## src/rtl/wb_map_pkg.sv

```systemverilog
// Memory map and controller state type shared by the Wishbone bus controller and its decoder.
// Each slave owns a 256 MiB region selected by ADR[31:28].
package wb_map_pkg;

  localparam int MAX_SLAVES = 16;

  typedef enum logic [1:0] {
    IDLE    = 2'd0,
    ACTIVE  = 2'd1,
    ERR_RSP = 2'd2
  } wb_ctrl_state_t;

  localparam logic [31:0] SLAVE_BASE [MAX_SLAVES] = '{
    32'h0000_0000, 32'h1000_0000, 32'h2000_0000, 32'h3000_0000,
    32'h4000_0000, 32'h5000_0000, 32'h6000_0000, 32'h7000_0000,
    32'h8000_0000, 32'h9000_0000, 32'hA000_0000, 32'hB000_0000,
    32'hC000_0000, 32'hD000_0000, 32'hE000_0000, 32'hF000_0000
  };

  localparam logic [31:0] SLAVE_MASK [MAX_SLAVES] = '{default: 32'hF000_0000};

endpackage

```

## src/rtl/wb_addr_decode.sv

```systemverilog
// Combinational address decoder: reports whether ADR falls in any of the first N_SLAVES
// regions and which one, with the lowest index winning when regions overlap.
module wb_addr_decode
  import wb_map_pkg::*;
#(
  parameter int N_SLAVES = 6
) (
  input  logic [31:0] adr_i,
  output logic        hit_o,
  output logic [3:0]  idx_o
);

  // Scan from the top down so the lowest matching index is the last one written.
  always_comb begin
    hit_o = 1'b0;
    idx_o = 4'd0;
    for (int i = N_SLAVES - 1; i >= 0; i--) begin
      if ((adr_i & SLAVE_MASK[i]) == SLAVE_BASE[i]) begin
        hit_o = 1'b1;
        idx_o = 4'(i);
      end
    end
  end

endmodule

```

## src/rtl/wb_bus_ctrl.sv

```systemverilog
// Wishbone bus controller in front of a 6-way slave mux: registers the slave select, passes
// the cycle through, and answers unmapped or timed-out cycles with a one-cycle ERR.
module wb_bus_ctrl
  import wb_map_pkg::*;
#(
  parameter  int N_SLAVES       = 6,
  parameter  int TIMEOUT_CYCLES = 256,
  localparam int CNT_W          = (TIMEOUT_CYCLES > 1) ? $clog2(TIMEOUT_CYCLES) : 1
) (
  input  logic        clk,
  input  logic        rst,
  // master side (core data master drives the request)
  input  logic        master_cyc_i,
  input  logic        master_stb_i,
  input  logic [31:0] master_adr_i,
  input  logic        master_we_i,
  input  logic [31:0] master_dat_i,
  output logic        master_ack_o,
  output logic        master_err_o,
  output logic        master_rty_o,
  output logic [31:0] master_dat_o,
  // mux side (muxed_out port of the slave mux)
  output logic        to_mux_cyc_o,
  output logic        to_mux_stb_o,
  output logic [31:0] to_mux_adr_o,
  output logic        to_mux_we_o,
  output logic [31:0] to_mux_dat_o,
  input  logic        to_mux_ack_i,
  input  logic        to_mux_err_i,
  input  logic        to_mux_rty_i,
  input  logic [31:0] to_mux_dat_i,
  // select and error capture
  output logic [3:0]  sel,
  output logic        err_valid,
  output logic        err_is_to,
  output logic [31:0] err_addr,
  input  logic        err_clr
);

  wb_ctrl_state_t     state_q;
  logic [3:0]         sel_q;
  logic [CNT_W-1:0]   cnt_q;
  logic               err_valid_q;
  logic               err_is_to_q;
  logic [31:0]        err_addr_q;

  logic               hit;
  logic [3:0]         hit_idx;
  logic               req;
  logic               slv_rsp;
  logic               cnt_last;

  wb_addr_decode #(
    .N_SLAVES (N_SLAVES)
  ) u_decode (
    .adr_i (master_adr_i),
    .hit_o (hit),
    .idx_o (hit_idx)
  );

  assign req      = master_cyc_i & master_stb_i;
  assign slv_rsp  = to_mux_ack_i | to_mux_err_i | to_mux_rty_i;
  assign cnt_last = (cnt_q == CNT_W'(TIMEOUT_CYCLES - 1));

  always_ff @(posedge clk) begin
    if (!rst) begin
      state_q     <= IDLE;
      sel_q       <= 4'd0;
      cnt_q       <= '0;
      err_valid_q <= 1'b0;
      err_is_to_q <= 1'b0;
      err_addr_q  <= 32'd0;
    end else begin
      // A new error captured below in the same cycle overrides this clear.
      if (err_clr) err_valid_q <= 1'b0;
      case (state_q)
        IDLE: begin
          if (req) begin
            if (hit) begin
              sel_q   <= hit_idx;
              cnt_q   <= '0;
              state_q <= ACTIVE;
            end else begin
              err_valid_q <= 1'b1;
              err_is_to_q <= 1'b0;
              err_addr_q  <= master_adr_i;
              state_q     <= ERR_RSP;
            end
          end
        end
        ACTIVE: begin
          if (!master_cyc_i || slv_rsp) begin
            state_q <= IDLE;
          end else if (cnt_last) begin
            err_valid_q <= 1'b1;
            err_is_to_q <= 1'b1;
            err_addr_q  <= master_adr_i;
            state_q     <= ERR_RSP;
          end else begin
            cnt_q <= cnt_q + CNT_W'(1);
          end
        end
        ERR_RSP: state_q <= IDLE;
        default: state_q <= IDLE;
      endcase
    end
  end

  // The slave sees the master only while ACTIVE; responses return with no added latency.
  always_comb begin
    to_mux_cyc_o = 1'b0;
    to_mux_stb_o = 1'b0;
    to_mux_adr_o = 32'd0;
    to_mux_we_o  = 1'b0;
    to_mux_dat_o = 32'd0;
    master_ack_o = 1'b0;
    master_err_o = 1'b0;
    master_rty_o = 1'b0;
    master_dat_o = 32'd0;
    case (state_q)
      ACTIVE: begin
        to_mux_cyc_o = master_cyc_i;
        to_mux_stb_o = master_cyc_i & master_stb_i;
        to_mux_adr_o = master_adr_i;
        to_mux_we_o  = master_we_i;
        to_mux_dat_o = master_dat_i;
        master_ack_o = master_cyc_i & to_mux_ack_i;
        master_err_o = master_cyc_i & to_mux_err_i;
        master_rty_o = master_cyc_i & to_mux_rty_i;
        master_dat_o = to_mux_dat_i;
      end
      ERR_RSP: master_err_o = 1'b1;
      default: ;
    endcase
  end

  assign sel       = sel_q;
  assign err_valid = err_valid_q;
  assign err_is_to = err_is_to_q;
  assign err_addr  = err_addr_q;

endmodule

```

## config.mk

```make
export PLATFORM = sky130hd
export DESIGN_NAME = wb_bus_ctrl
export DESIGN_NICKNAME = d
export VERILOG_FILES = /design/src/rtl/wb_map_pkg.sv /design/src/rtl/wb_addr_decode.sv /design/src/rtl/wb_bus_ctrl.sv
export SDC_FILE = /design/constraint.sdc
export NUM_CORES = 1
export LEC_CHECK = 0
export CORE_AREA = 2 2 134 84
export CTS_CLUSTER_DIAMETER = 150
export DETAILED_ROUTE_END_ITERATION = 10
export DIE_AREA = 0 0 136 86
export PLACE_DENSITY = 0.76
export SYNTH_ARGS = -nofsm -noshare
export SYNTH_HDL_FRONTEND = slang
export SYNTH_SLANG_ARGS = --single-unit
```

## constraint.sdc

```tcl
create_clock -name clk -period 1.6 [get_ports clk]
set_input_delay 0.16 -clock clk [delete_from_list [all_inputs] [get_ports clk]]
set_output_delay 0.16 -clock clk [all_outputs]
set_load 0.05 [all_outputs]
```

; ---- Word level (Yosys, flattened, before mapping)
; Cells that the tools add are included.
[classes]
add_sub_neg = 1
mul = 0
n_div = 0
n_lt_le_gt_ge = 0
eq_ne = 15
shifts = 0
mux = 47
bitwise_logic = 6
n_reduce_logical = 9
[op_table]
columns = op, n
row1 = $mux W32, 7
row2 = $pmux W32 S2, 1
row3 = $logic_not A32 Y1, 1
row4 = $mux W8, 4
row5 = $mux W1, 20
row6 = $mux W4, 5
row7 = $pmux W8 S2, 1
row8 = $ne A2 B2 Y1 const B, 6
row9 = $reduce_and A5 Y1, 2
row10 = $add A8 B1 Y8 const B, 1
row11 = $eq A4 B2 Y1 const B, 2
row12 = $eq A4 B3 Y1 const B, 2
row13 = $eq A8 B8 Y1 const B, 1
row14 = $mux W2, 4
row15 = $pmux W1 S2, 3
row16 = $and A1 B1 Y1, 4
row17 = $eq A4 B1 Y1 const B, 1
row18 = $pmux W2 S2, 1
row19 = $mux W3, 1
row20 = $ne A3 B3 Y1 const B, 1
row21 = $reduce_and A3 Y1, 1
row22 = $eq A2 B1 Y1 const B, 1
row23 = $eq A2 B2 Y1 const B, 1
row24 = $logic_not A2 Y1, 1
row25 = other kinds (5), 6
[totals]
ff_bits = 48
latch_bits = 0
ramBits = 0
romBits = 0
out_inout_bits = 140
mem_count = 0

; ---- Depth between registers and ports, before layout
; Gate-level depths: netlist of the first run.
[logic_depth]
depth_word = 10
mapped_depth = 9
ltp_nobuf = 7

; ---- Hierarchy
; From an unflattened synthesis of the first run, not the netlist that was laid out.
[unflattened]
cells_unflattened = 357
area_unflattened_um2 = 3070.4
[by_module_without_submodules]
columns = mod, instances, cells_per_inst, area_each_um2, seq_area_each_um2
row1 = wb_bus_ctrl, 1, 351, 3029.2, 960.9
row2 = wb_addr_decode, 1, 6, 41.3, 0.0

; ---- Least setup slack after synthesis of the first run
; No wires, ideal clock.
[synth_path]
path_kind = reg-to-output
from = reg state_q[1]
to = out master_err_o
t_arrival_ps = 1990
path_slack_ps = -550
stages_incl_launch_ff = 8
path_buffers = 1
path_cell_list = dfxtp_1 > inv_1 > ha_1 > buf_2 > nand2_2 > inv_1 > a21oi_1 > nor2b_1
[synth_between]
elab_chain_cells = 2
word_cells_on_any_way = 3
classes_between = 2 x eq/ne / 1 x mux
[synth_rtl]
columns = item, line_no
row1 = from (decl), wb_bus_ctrl.sv:40  ; wb_ctrl_state_t state_q;
row2 = from (signal assigned), wb_bus_ctrl.sv:67  ; state_q <= IDLE;
row3 = from (signal assigned), wb_bus_ctrl.sv:82  ; state_q <= ACTIVE;
row4 = from (signal assigned), wb_bus_ctrl.sv:87  ; state_q <= ERR_RSP;
row5 = $eq A2 B2 Y1 or $eq A2 B1 Y1 (tied branches), wb_bus_ctrl.sv:120  ; case (state_q)
row6 = $pmux W1 S2 (*), wb_bus_ctrl.sv:120
row7 = to (decl), wb_bus_ctrl.sv:19  ; output logic master_err_o,
; Every way passes the cells marked *; elsewhere a longest branch is shown, timed or not.

; ---- Final worst setup path of the first run
[layout_path]
from = reg state_q[1]
to = reg cnt_q[7]
[layout_between]
elab_chain_cells = 3
word_cells_on_any_way = 9
classes_between = 5 x eq/ne / 1 x mux / 3 x reduce/logical
[layout_rtl]
columns = item, line_no
row1 = $eq A2 B1 Y1 or $logic_not A2 Y1 (tied branches), wb_bus_ctrl.sv:76  ; case (state_q)
row2 = $ne A2 B2 Y1 (no line) or $reduce_bool A2 Y1 (tied branches), -
row3 = $reduce_and A5 Y1 (no line), -
row4 = to (signal assigned), wb_bus_ctrl.sv:100  ; cnt_q <= cnt_q + CNT_W'(1);
row5 = to (decl), wb_bus_ctrl.sv:42  ; logic [CNT_W-1:0] cnt_q;
; Parallel ways exist; a longest one is shown, timed or not.
; A chain may end at the register's enable or synchronous reset.

==> results of run 1 <==
## report_power, final
part / total, mW / internal (mW) / switching [mW]
logic: 2.38 / 1.10 / 1.28
clock network: 1.08 / 0.626 / 0.456
registers: 1.35 / 1.27 / 0.0746
total: 4.82 / 3.00 / 1.81
## cell families after synthesis
group	count (synthesis)	share of synthesized area
DFF	47	0.308
other	1	0.00123
AOI/OAI and AO/OA	67	0.177
muxes	2	0.00656
adders and majority gates	4	0.0164
buffers and inverters	35	0.0599
and+or+nand+nor	203	0.430
## worst max-delay path by stage
stage / start / end / slack, ns / depth (start not counted)
4_1_cts: state_q[1] / err_addr[29] / -0.23 / 9
6_report: state_q[1] / cnt_q[7] / -0.17 / 7
3_3_place_gp: to_mux_err_i / err_addr[15] / -0.52 / 7
3_5_place_dp: to_mux_err_i / err_addr[16] / -0.59 / 7
5_1_grt: cnt_q[5] / state_q[0] / -0.24 / 6
2_1_floorplan: state_q[1] / master_dat_o[0] / 0.003 / 6
## state kept, by name (all words and copies together) (netlist names)
| name | count |
|---|---|
| err_addr | 32 |
| err_valid | 1 |
| state_q | 2 |
| err_is_to | 1 |
| cnt_q | 8 |
| sel | 3 |
## layout make-up
cell class	instances	area (µm²)	share of cell area
clock buffers	7	143	0.0181
well taps	139	174	0.0221
inverters	6	31.3	0.00398
multi-input cells	278	2380	0.303
clock inverters	1	8.76	0.00111
flip-flops and latches	47	946	0.120
repair buffers	313	4180	0.531
## per-stage QoR
stage | utilization | instances
5_1_grt | 0.758 | 791
4_1_cts | 0.728 | 775
6_report | 0.758 | 791
3_5_place_dp | 0.665 | 751
3_3_place_gp | 0.665 | 751
2_1_floorplan | - | 359
## cells in the mapped netlist (3+ instances only)
library cell / instances
o21ai_0: 5
o21a_1: 4
nor2_1: 3
nand3_2: 28
dfxtp_1: 47
a21oi_1: 10
nand4_1: 5
nand2_1: 36
buf_6: 6
ha_1: 4
clkbuf_1: 20
nor2b_1: 5
nand3_1: 10
o21ai_2: 32
and3_1: 3
and2_1: 98
inv_1: 6
## layer usage
metal  up-vias  share of wire
met5         -              0
met4         0          0.022
met3        25          0.098
met2       176           0.49
met1      1768           0.39
li1       1805              -
## critical path, delay by kind of cell, from the launching register on
kind	cells	cell delay, ns
buffers and inverters	2	0.19
and+or+nand+nor	2	0.77
DFF	1	0.35
AOI/OAI and AO/OA	2	0.20
adders and majority gates	1	0.19
## repair_timing
item                       4_1_cts  5_1_grt
gates resized for setup         87       49
gates cloned                     7        4
setup buffers                   10       16
pin swaps                       33       17
setup endpoints to repair      141      147
==> results.md, run 1 <==
- Post-synth top area share: 0.308
- WP data required: 1.82 ns
- Synthesized Nets: 468
- Finish-stage setup viols: 140
- Layout cells sized above 1: 0.647
- N_diodes: 0
- Post-DP HPWL: 10000 µm
- Max-cap violation count: 0
- Die ar.: 11700 µm²
- Chip height: 86 µm
- Row cnt: 29
- Total grt overflow: 0
- R2R setup slack: -0.17 ns
- Synth warn: 0
- Wire per inst: 18.3 µm
- ANT nets after route: 0
- Clk_skew: 0.00717 ns
- Gr busiest metal: met2
- GR Layer Usage met1: 0.257
- Synth cell types: 47
- Ys flop type: dfxtp_1
- Nets@finish: 760
- # fillers: 598
- Clk pin slew, worst setup/hold paths: 0.06 ns
- Die Width: 136 µm
- Fin worst setup slack: -0.171 ns
- Max VDD drop: 0.472 mV
- Vias/cell: 4.77
- FF+latch count, synth: 47
- Final Cell Area: 7860 µm²
- I/O Buffers: 243
- CTS Buffer Depth: 2
- Period minus WS final: 1.77 ns
- Hold WS: 0.284 ns
- Post-layout power: 4.82 mW
- Achievable Freq: 0.565 GHz
- WHS Endpoint: cnt_q[2]
- Hold_buf cts: 0
- Final RePlAce weighted congestion: 0.805
- Reg-to-Reg End: cnt_q[7]
- Clk_lat worst skew: 0.29 ns
- Met2 Usage GRT: 0.400
- CTS tree: yes
- I/O pin count: 245
- Pwr Density: 613 nW/µm²
- Max FO, Critical Path: 5
- Top cells by area, synth: dfxtp_1 31%, and2_1 20%, nand3_2 9.2%, o21ai_2 9.2%, nand2_1 4.4%
- CTS H-tree lvls: 2
- Sequential share of the synthesized area: 0.308
- Total negative slack: -13.78 ns
- Reg2Reg Depth: 7
- Fin. max-slew vios: 0
- Routed WL: 14500 µm
- Largest net degree at the start of global routing: 57
- Met3 Resource Use GR: 0.0934
- Slowest stage delay, CP: 0.50 ns
- Failing checks: setup timing
- Count of flip-flops with a built-in enable after synthesis: 0
- Final Hold Viols: 0
- CORE AREA: 10400 µm²
- Initial core utilization: 0.294
- DR iter-0 viols: 87
- Status: complete, but fails checks
- First drt pass iteration count: 4
- Pre-CTS setup slack: -0.588 ns
- Avg Cell Area, Syn: 8.50 µm²
- First-pass GRT wire length: 20800 µm
- CTS Root Cell: clkbuf_16
- Worst r2r src: state_q[1]
- Crit. End Element: register
- Final Cycle Share: 1.11
- CP Launch Type: register
- WS Path Type: register to register
- Mapped cell area: 3050 µm²
- Via Count: 3774
- CTS sink count: 47
- Crit-path slowest cell: or4b_4
- Layout area overhead: 158%
- Unrepaired setup endpoints after global routing: true
- CTS Buf Count: 5
- Vias in the first global route: 3832
- Crit path DAT: 1.99 ns
- Worst hold-check path type: input port to register
- Initial antenna violation count: 0
- Most frequent cells in the layout: 108 x buf_12, 100 x clkdlybuf4s50_1, 82 x buf_4
- Worst-path cell chain: inv_4 -> ha_4 -> buf_12 -> and2b_2 -> a21oi_4 -> or4b_4 -> a21oi_2
- Area leader, netlist: dfxtp_1
- Post-Syn Instances: 359
- All-Layer GR Usage: 0.227
- DRC viols: 0
- LEAKAGE: 3.24 nW
- Synth async-reset ratio: 0
- Placed cell areas: 6910 µm²
- Hold Path Cell Cnt: 4
- Most common cell after layout, fill and taps aside: buf_12
- Hold_sp: rst
(Power assumes the default switching activity.)
==> run 2: changes to the inputs <==
--- a/config.mk
+++ b/config.mk
@@ -10,6 +10,7 @@
 export DETAILED_ROUTE_END_ITERATION = 10
 export DIE_AREA = 0 0 136 86
 export PLACE_DENSITY = 0.76
+export RECOVER_POWER = 100
 export SYNTH_ARGS = -nofsm -noshare
 export SYNTH_HDL_FRONTEND = slang
 export SYNTH_SLANG_ARGS = --single-unit
==> run 2 against run 1 <==
  * The flow still finishes with violations (setup timing)
  * Core utilization fell by 1.3 points
  * Final cell count did not move
  * Clock skew barely moved
  * Via count fell by 0.16%
  * Power fell by 1.7%
  * Sequential power barely moved
  * First-iteration DRC count rose by 4.6%
  * Combinational power fell by 3%
  * Worst hold slack got worse by 0.0011 ns
  * Sequential cell count did not move
  * Sequential share of layout area rose by 0.22 points
  * Register-to-register slack barely moved
  * Largest cell class unchanged
==> results.md, run 2 (same netlist as run 1, synthesis figures left out) <==
- Final Cycle Share: 1.11 (+0.00172)
- Post-DP HPWL: 10000 µm (unchanged)
- Finish-stage setup viols: 140 (unchanged)
- # fillers: 634 (+6.0%)
- Status: complete, but fails checks
- First-pass GRT wire length: 20800 µm (unchanged)
- Fin. max-slew vios: 0 (unchanged)
- Switching pwr: 1.81 mW (+0.16%)
- Most frequent cells in the layout: 108 x buf_12, 100 x clkdlybuf4s50_1, 63 x and2_4
- Clock power share: 0.229 (+0.004)
- Period minus WS final: 1.77 ns (+0.00274 ns)
- Final Hold Viols: 0 (unchanged)
- Max VDD drop: 0.448 mV (-5.1%)
- Sw Ratio: 0.383 (+0.00694)
- DR iter-0 viols: 91 (+4.6%)
- Vias/cell: 4.76 (-0.16%)
- Final core utilization: 0.744 (-0.0134)
- CP Launch Type: register
- CTS sink count: 47 (unchanged)
- Wire per inst: 18.4 µm (+0.39%)
- Achievable Freq: 0.564 GHz (-0.15%)
- Failing checks: setup timing
- All-Layer GR Usage: 0.227 (unchanged)
- N_diodes: 0 (unchanged)
- Initial antenna violation count: 0 (unchanged)
- CTS tree: yes
- Largest net degree at the start of global routing: 57 (unchanged)
- Nets@finish: 760 (unchanged)
- Die Width: 136 µm (unchanged)
- Fin worst setup slack: -0.174 ns (-0.00274 ns)
- CTS H-tree lvls: 2 (unchanged)
- Most common cell after layout, fill and taps aside: buf_12
- Slew margin rel.: 0.547
- Total grt overflow: 0 (unchanged)
- LEAKAGE: 3.08 nW (-4.8%)
- Placed cell areas: 6910 µm² (unchanged)
- Max reg flops: 32 (unchanged)
- Worst hold-check path type: input port to register
- Layout area overhead: 153%
- Clk_skew: 0.00748 ns (+0.000312 ns)
- Clk pin slew, worst setup/hold paths: 0.06 ns (about the same)
- Vias in the first global route: 3832 (unchanged)
- CTS Buffer Depth: 2 (unchanged)
- I/O Buffers: 243 (unchanged)
- Share of power burned in registers: 0.284 (+0.004)
- Pwr Density: 613 nW/µm² (+0.12%)
- Routed WL: 14600 µm (+0.39%)
- Crit. End Element: register
- Initial core utilization: 0.294 (unchanged)
- CTS Root Cell: clkbuf_16
- Max FO, Critical Path: 5 (unchanged)
- DRC viols: 0 (unchanged)
- Unrepaired setup endpoints after global routing: true
- Hold_buf cts: 0 (unchanged)
- Int Power: 2.92 mW (-2.7%)
- Crit-path slowest cell: or4b_4
- WP data required: 1.82 ns (about the same)
- Row cnt: 29 (unchanged)
- CTS Buf Count: 5 (unchanged)
- Final Cell Area: 7720 µm² (-1.8%)
- Logic pwr share: 0.487 (-0.008)
- ANT nets after route: 0 (unchanged)
- Final RePlAce weighted congestion: 0.805 (unchanged)
- Die ar.: 11700 µm² (unchanged)
- Via Count: 3768 (-0.16%)
- Family with the most delay on the worst path: simple AND/OR/NAND/NOR gates
- Crit path DAT: 1.99 ns (about the same)
- I/O pin count: 245 (unchanged)
- Clk_lat worst skew: 0.29 ns (about the same)
- Worst Tran Pin Value: 0.682 ns
- Worst-path cell chain: inv_4 -> ha_4 -> buf_12 -> and2b_2 -> a21oi_4 -> or4b_4 -> a21oi_2
- Max-cap violation count: 0 (unchanged)
- Chip height: 86 µm (unchanged)
- Layout cells sized above 1: 0.590 (-0.0567)
- Buffers & Inverters on Critical Path: 2 (unchanged)
- CORE AREA: 10400 µm² (unchanged)
- Slowest stage delay, CP: 0.50 ns (about the same)
- First drt pass iteration count: 4 (unchanged)
- WS Path Type: register to register
==> run 2: cell count changes in the layout (fill, tap and decap cells not counted), sizes merged <==
cell and delta:
clkbuf +37, buf -37
==> run 2: power groups by stage <==
| stage | clock network, mW | logic, mW | registers, mW |
|---|---|---|---|
| 3_5_place_dp | 0 | 1.91 | 1.37 |
| 3_3_place_gp | 0 | 1.88 | 1.37 |
| 5_1_grt | 1.14 | 2.41 | 1.36 |
| 6_report | 1.08 | 2.30 | 1.35 |
| 4_1_cts | 1.11 | 2.26 | 1.35 |
| 2_1_floorplan | 0 | 0.765 | 1.70 |
==> run 2: area by class of cell <==
type                            instances  area [µm²]  area share
Inverter                                6        31.3     0.00405
Multi-Input combinational cell        278        2380       0.308
Clock buffer                            7         143      0.0185
Tap cell                              139         174      0.0225
Sequential cell                        47         946       0.122
Timing Repair Buffer                  313        4040       0.523
Clock inverter                          1        8.76     0.00113
==> run 2: worst paths after layout <==
path              cells after the start           end  slack (ns)    startpoint
setup / recovery                      7      cnt_q[7]       -0.17    state_q[1]
setup reg to reg                      7      cnt_q[7]       -0.17    state_q[1]
hold reg to reg                       2  err_addr[23]        0.46  err_addr[23]
hold / removal                        4      cnt_q[2]        0.28           rst
==> run 2: what timing repair did <==
item,CTS,global route
hold endpoints to repair,0,0
gates cloned,7,4
gates resized for setup,87,49
buffers inserted,10,16
pin swaps,33,17
endpoints found under the setup margin,141,147
==> run 2: per-layer routing <==
metal,up-vias,track usage,wire length (µm)
li1,1801,-,-
met1,1766,0.257,5790
met2,185,0.400,7090
met3,16,0.0934,1450
met4,0,0.0549,228
met5,-,0,0
==> run 2: stage by stage <==
stage	hold WS (ns)	cells	power (mW)	TNS, ns	setup WS (ns)
6_report	0.283	791	4.74	-13.99	-0.174
5_1_grt	0.302	791	4.91	-20.69	-0.236
4_1_cts	0.270	775	4.72	-17.49	-0.231
3_5_place_dp	0.450	751	3.29	-20.86	-0.588
3_3_place_gp	0.445	751	3.25	-18.63	-0.516
2_1_floorplan	0.304	359	2.47	0	0.00258
==> run 2: tightest hold or removal path: stages <==
cell and delay, ns:
buf_2 0.14, o21ai_2 0.07, or4_1 0.11, nand2_1 0.05
